===== config.mk =====
export PLATFORM = sky130hd
export DESIGN_NAME = chnlnk_frame_rx
export DESIGN_NICKNAME = d
export VERILOG_FILES = /design/src/rtl/chnlnk_frame_rx.sv
export SDC_FILE = /design/constraint.sdc
export NUM_CORES = 1
export LEC_CHECK = 0
export BUFFER_PORTS_ARGS = -buffer_cell sky130_fd_sc_hd__buf_4
export CAP_MARGIN = 20
export CELL_PAD_IN_SITES_DETAIL_PLACEMENT = 0
export CELL_PAD_IN_SITES_GLOBAL_PLACEMENT = 2
export CORE_UTILIZATION = 25
export DETAILED_ROUTE_END_ITERATION = 12
export PLACE_DENSITY_LB_ADDON = 0.1
export SYNTH_ARGS = -nofsm -noshare
export SYNTH_HDL_FRONTEND = slang
export SYNTH_SLANG_ARGS = --single-unit
export TNS_END_PERCENT = 100

===== constraint.sdc =====
create_clock -name CLK -period 4 [get_ports CLK]
set_clock_uncertainty 0.15 [all_clocks]
set_input_delay 0.4 -clock CLK [delete_from_list [all_inputs] [get_ports CLK]]
set_output_delay 0.4 -clock CLK [all_outputs]
set_load 0.05 [all_outputs]

===== src/rtl/chnlnk_frame_rx.sv =====
// Receive deframer for the DCFEB channel-link stream: splits 100-word frames into
// sample/tail write ports, checks frame length and CRC-16, and counts frames and errors.
module chnlnk_frame_rx #(
   parameter int          DATA_W   = 16,
   parameter int          NSAMP    = 96,
   parameter int          NTAIL    = 4,
   parameter logic [15:0] CRC_POLY = 16'h8005
) (
   input  logic              CLK,
   input  logic              RST_N,
   input  logic [DATA_W-1:0] DIN,
   input  logic              DIN_VALID,
   input  logic              DIN_LAST,
   output logic [DATA_W-1:0] SMP_DATA,
   output logic              SMP_WE,
   output logic [6:0]        SMP_IDX,
   output logic [DATA_W-1:0] TAIL_DATA,
   output logic              TAIL_WE,
   output logic [1:0]        TAIL_IDX,
   output logic              FRM_DONE,
   output logic              FRM_CRC_ERR,
   output logic              FRM_LEN_ERR,
   output logic              EVT_DONE,
   output logic [7:0]        FRM_CNT,
   output logic [7:0]        ERR_CNT,
   output logic [2:0]        RX_STATE
);

   localparam int NWORD = NSAMP + NTAIL;

   localparam logic [2:0] S_IDLE   = 3'b000;
   localparam logic [2:0] S_SAMPLE = 3'b001;
   localparam logic [2:0] S_TAIL   = 3'b010;
   localparam logic [2:0] S_CHECK  = 3'b011;
   localparam logic [2:0] S_ABORT  = 3'b100;

   localparam logic [6:0] LAST_SMP  = 7'(NSAMP - 1);
   localparam logic [6:0] LAST_WORD = 7'(NWORD - 1);
   localparam logic [6:0] TAIL_BASE = 7'(NSAMP);

   logic [2:0]  state, state_nxt;
   logic [6:0]  wcnt;
   logic [15:0] crc, crc_ref;

   logic       in_body, take_first, take_body, len_err_ev, chk_ev;
   logic       smp_wr, tail_wr, crc_err;
   logic [8:0] err_sum;

   // MSB-first CRC over one full word; init and final XOR are handled by the caller.
   function automatic logic [15:0] crc_step(input logic [15:0] c, input logic [DATA_W-1:0] d);
      logic [15:0] r;
      logic        fb;
      r = c;
      for (int i = DATA_W - 1; i >= 0; i--) begin
         fb = r[15] ^ d[i];
         r  = {r[14:0], 1'b0} ^ (fb ? CRC_POLY : 16'h0000);
      end
      return r;
   endfunction

   always_ff @(posedge CLK or negedge RST_N) begin
      if (!RST_N) state <= S_IDLE;
      else        state <= state_nxt;
   end

   always_comb begin
      state_nxt = S_IDLE;
      case (state)
         S_IDLE:   state_nxt = DIN_VALID ? S_SAMPLE : S_IDLE;
         S_SAMPLE: if (len_err_ev)            state_nxt = S_ABORT;
                   else if (wcnt == LAST_SMP) state_nxt = S_TAIL;
                   else                       state_nxt = S_SAMPLE;
         S_TAIL:   if (len_err_ev)             state_nxt = S_ABORT;
                   else if (wcnt == LAST_WORD) state_nxt = S_CHECK;
                   else                        state_nxt = S_TAIL;
         S_CHECK:  state_nxt = DIN_VALID ? S_SAMPLE : S_IDLE;
         S_ABORT:  state_nxt = S_IDLE;
         default:  state_nxt = S_IDLE;
      endcase
   end

   // Control decode. A word in Check opens the next frame, so Idle and Check share take_first.
   always_comb begin
      in_body    = (state == S_SAMPLE) || (state == S_TAIL);
      take_first = ((state == S_IDLE) || (state == S_CHECK)) && DIN_VALID;
      take_body  = in_body && DIN_VALID && !DIN_LAST;
      len_err_ev = in_body && !take_body;
      chk_ev     = (state == S_CHECK);
      smp_wr     = take_first || (take_body && (state == S_SAMPLE));
      tail_wr    = take_body && (state == S_TAIL);
      crc_err    = (crc != crc_ref);
      err_sum    = {1'b0, ERR_CNT} + 9'(chk_ev && crc_err) + 9'(len_err_ev);
   end

   always_ff @(posedge CLK or negedge RST_N) begin
      if (!RST_N) begin
         wcnt    <= '0;
         crc     <= '0;
         crc_ref <= '0;
      end else begin
         if (take_first)     wcnt <= 7'd1;
         else if (take_body) wcnt <= wcnt + 7'd1;
         else                wcnt <= '0;

         // The last word carries the CRC itself, so it is latched rather than folded in.
         if (take_first)
            crc <= crc_step(16'h0000, DIN);
         else if (take_body && (wcnt != LAST_WORD))
            crc <= crc_step(crc, DIN);

         if (tail_wr && (wcnt == LAST_WORD))
            crc_ref <= DIN[15:0];
      end
   end

   always_ff @(posedge CLK or negedge RST_N) begin
      if (!RST_N) begin
         SMP_DATA    <= '0;
         SMP_WE      <= 1'b0;
         SMP_IDX     <= '0;
         TAIL_DATA   <= '0;
         TAIL_WE     <= 1'b0;
         TAIL_IDX    <= '0;
         FRM_DONE    <= 1'b0;
         FRM_CRC_ERR <= 1'b0;
         FRM_LEN_ERR <= 1'b0;
         EVT_DONE    <= 1'b0;
         FRM_CNT     <= '0;
         ERR_CNT     <= '0;
      end else begin
         SMP_WE <= smp_wr;
         if (smp_wr) begin
            SMP_DATA <= DIN;
            SMP_IDX  <= take_first ? 7'd0 : wcnt;
         end
         TAIL_WE <= tail_wr;
         if (tail_wr) begin
            TAIL_DATA <= DIN;
            TAIL_IDX  <= 2'(wcnt - TAIL_BASE);
         end
         FRM_DONE    <= chk_ev;
         FRM_CRC_ERR <= chk_ev && crc_err;
         EVT_DONE    <= chk_ev && DIN_LAST;
         FRM_LEN_ERR <= len_err_ev;
         FRM_CNT     <= FRM_CNT + 8'(chk_ev);
         ERR_CNT     <= err_sum[8] ? 8'hFF : err_sum[7:0];
      end
   end

   assign RX_STATE = state;

endmodule


==> flow_summary.yaml <==
global_routing:
  grt_max_degree: 77
  grt_pass1_wl_um: 20300
  grt_pass1_vias: 3573
  gr-usage-all-layers_pct: 13.4
  antenna_found_initial: 0
  overflow: 0
routing:
  drtIter0Drc: 104
  dr.pass1.iters: 4
  post_drt_wl_per_cell_um: 15.2
  drc_errors: 0
  wirelength_um: 12600
  postRouteAntennaNets: 0
  num_vias: 3447
  drt-vias-per-instance: 4.14
floorplanning:
  design.core.area_um2: 19400
  die_h_um: 143
  rows: 51
  start_util_pct: 25.5
  die_w_um: 143
  die_area_um2: 20300
  ios: 86
clocking:
  postCtsSetupRepairBufs: 0
  cts_sinks: 105
  clkLatencyLatePin_ps: 360
  numCtsBuffers: 9
  cts.clk_slew.worst_paths_ps: 70
  htreeDepth: 3
  cts.path.max_buffers: 2
  clockRootBuffer: "clkbuf_16"
  tritoncts: "done"
timing:
  worst_pin_slew_ps: 871
  setup_tns_ps: 0
  maxSlewHeadroom_pct: 41.8
  timing.final.crit_period_ps: 2790
  slew_viol_final: 0
  timing.fmax_ghz: 0.358
  finalSetupViolCount: 0
  rsz0062_at_grt: "false"
  fin_crit_sh_pct: 69.8
  finalHoldViolations: 0
power:
  clkPwrFrac_pct: 21.6
  peakVddDrop_uv: 389
  total_leakage_power_nw: 3.12
  comb_power_share_pct: 46.4
  seq_power_share_pct: 32.0
  internal-power_w: 0.00277
  p_switching_w: 0.00178
  switching_share_pct: 39.1
  finalPower_w: 0.00455
  powerDensity_nw_per_um2: 728
worst_setup_path:
  crit_fanout: 6
  crit_path_start: "crc[8]"
  worstPathArrival_ps: 2870
  crit_type: "reg -> reg"
  worst_ep_required_time_ps: 4080
  reg2reg_from: "crc[8]"
  cp-start-kind: "flip-flop"
  endpoint_kind: "flip-flop"
status:
  outcome: "completed"
final_layout:
  layout_common_cells: "nand2_1 (131), dfrtp_1 (105), buf_4 (92)"
  layout-drive-gt1-share_pct: 24.2
  fin_cells: 832
  antennaDiodeCount: 0
  final_common_cell: "nand2_1"
  syn_to_final_growth_pct: 26.3
  fin_nets: 587
place:
  io_buffers: 85
  hpwl_um: 8710
  place_congestion: 0.742
  placed_cells: 814
yosys:
  synth_area_leader_cell: "dfrtp_1"
  synth_area_um2: 4940
  ys.flop_type: "dfrtp_1"
  synth-edff-count: 0
  ys_types: 37
  yosysTopAreaCellShare_pct: 53.1
  async_reset_ff_share_pct: 100
  synth.top_cells.by_area: "dfrtp_1 (53%), xnor2_1 (10%), nand2_1 (9.9%)"
  synthCells: 476
  syn_avg_cell_area_um2: 10.4
  synth.net_count: 501
  synth_seq_cells: 105
  synth_seq_area_share_pct: 53.1
  ys.warnings.count: 0
job:
  max-cap-violations: 0
min_path:
  hold_path.class: "in -> reg"
  worstHoldStart: "DIN_LAST"
## through the flow
step	setup WS, ps	util (%)	hold slack (ps)	cell area (um^2)
floorplan	1430	-	-45.6	4940
detailed placement	1110	30.4	308	5890
global placement	1130	30.4	301	5890
CTS	1100	32.0	102	6220
finish	1210	32.2	116	6250
global route	909	32.2	105	6250
## cells in the mapped netlist (2+ instances only)
| library cell | number |
|---|---|
| buf_2 | 2 |
| and3_1 | 3 |
| mux2_2 | 19 |
| a21oi_1 | 2 |
| dfrtp_1 | 105 |
| xor2_1 | 36 |
| nand4_1 | 2 |
| nor3_1 | 2 |
| nor2b_1 | 3 |
| nor2_1 | 26 |
| nand2_1 | 131 |
| clkbuf_1 | 15 |
| a22o_1 | 7 |
| and3b_1 | 2 |
| xnor2_1 | 59 |
| nand2b_1 | 2 |
| nor4_1 | 2 |
| xnor3_2 | 3 |
| nand3b_1 | 3 |
| inv_1 | 8 |
| nand3_1 | 11 |
| o21ai_0 | 15 |
| ha_1 | 4 |
## per-layer routing
layer  up-vias  GRT usage, %  part of all wire (%)  routed length (um)
met5         -             0                     0                   0
met4         0          3.57                  0.94                 119
met3        10          3.96                   4.6                 582
met2        68          21.9                    46                5840
met1      1682          17.2                    48                6090
li1       1687             -                     -                   -
## power groups by stage
stage | logic [W] | registers (W) | clock network, W
after floorplan | 0.00135 | 0.00176 | 0
after global placement | 0.00213 | 0.00148 | 0
after detailed placement | 0.00212 | 0.00148 | 0
after CTS | 0.00213 | 0.00146 | 0.00103
after global routing | 0.00231 | 0.00149 | 0.00106
final | 0.00211 | 0.00145 | 0.000984
## registers in the layout, summed over array words and instances (netlist names), 7 cells and up
| name | cells |
|---|---|
| crc_ref | 16 |
| ERR_CNT | 8 |
| FRM_CNT | 8 |
| crc | 16 |
| TAIL_DATA | 16 |
| SMP_IDX | 7 |
| wcnt | 7 |
| SMP_DATA | 16 |
## timing repair
action | 4_1_cts | 5_1_grt
endpoints found under the hold margin | 0 | 37
gates resized for setup | 0 | 0
hold buffers | 0 | 1
## kinds of logic after synthesis
group / count (synthesis) / synth area share, %
AOI/OAI and AO/OA: 28 / 3.67
xor gates and xnor gates: 100 / 18.9
adders and majority gates: 5 / 1.42
buffers and inverters: 28 / 2.33
DFF: 105 / 53.1
muxes: 20 / 4.53
and+or+nand+nor: 190 / 16.0
## path summary, 6_finish.rpt
kind | endpoint | slack [ps] | cells after the start
worst max-delay path | ERR_CNT[5] | 1210 | 11
worst min-delay path | EVT_DONE | 120 | 2
worst max register to register | ERR_CNT[5] | 1210 | 11
worst min register to register | SMP_DATA[8] | 320 | 2
max in group asynchronous | ERR_CNT[2] | 2410 | 4
min in group asynchronous | wcnt[4] | 430 | 2
## worst max-delay path, stage by stage, from the launching register on
cell and delay [ps]:
dfrtp_1 480, xor2_1 180, nor4_1 320, nand2_1 120, o31ai_1 420, fa_1 250, inv_1 60, ha_1 210
nand2_1 100, nor2_1 70, nand3_1 210, nand2_1 80
## final cells by class
type	instances	area (um^2)
clock buffers	9	225
clock inverters	7	103
fillers	2059	13200
inverters	9	33.8
multi-input cells	343	2200
flip-flops and latches	105	2630
well taps	265	332
repair buffers	94	721
(Power assumes the default switching activity.)
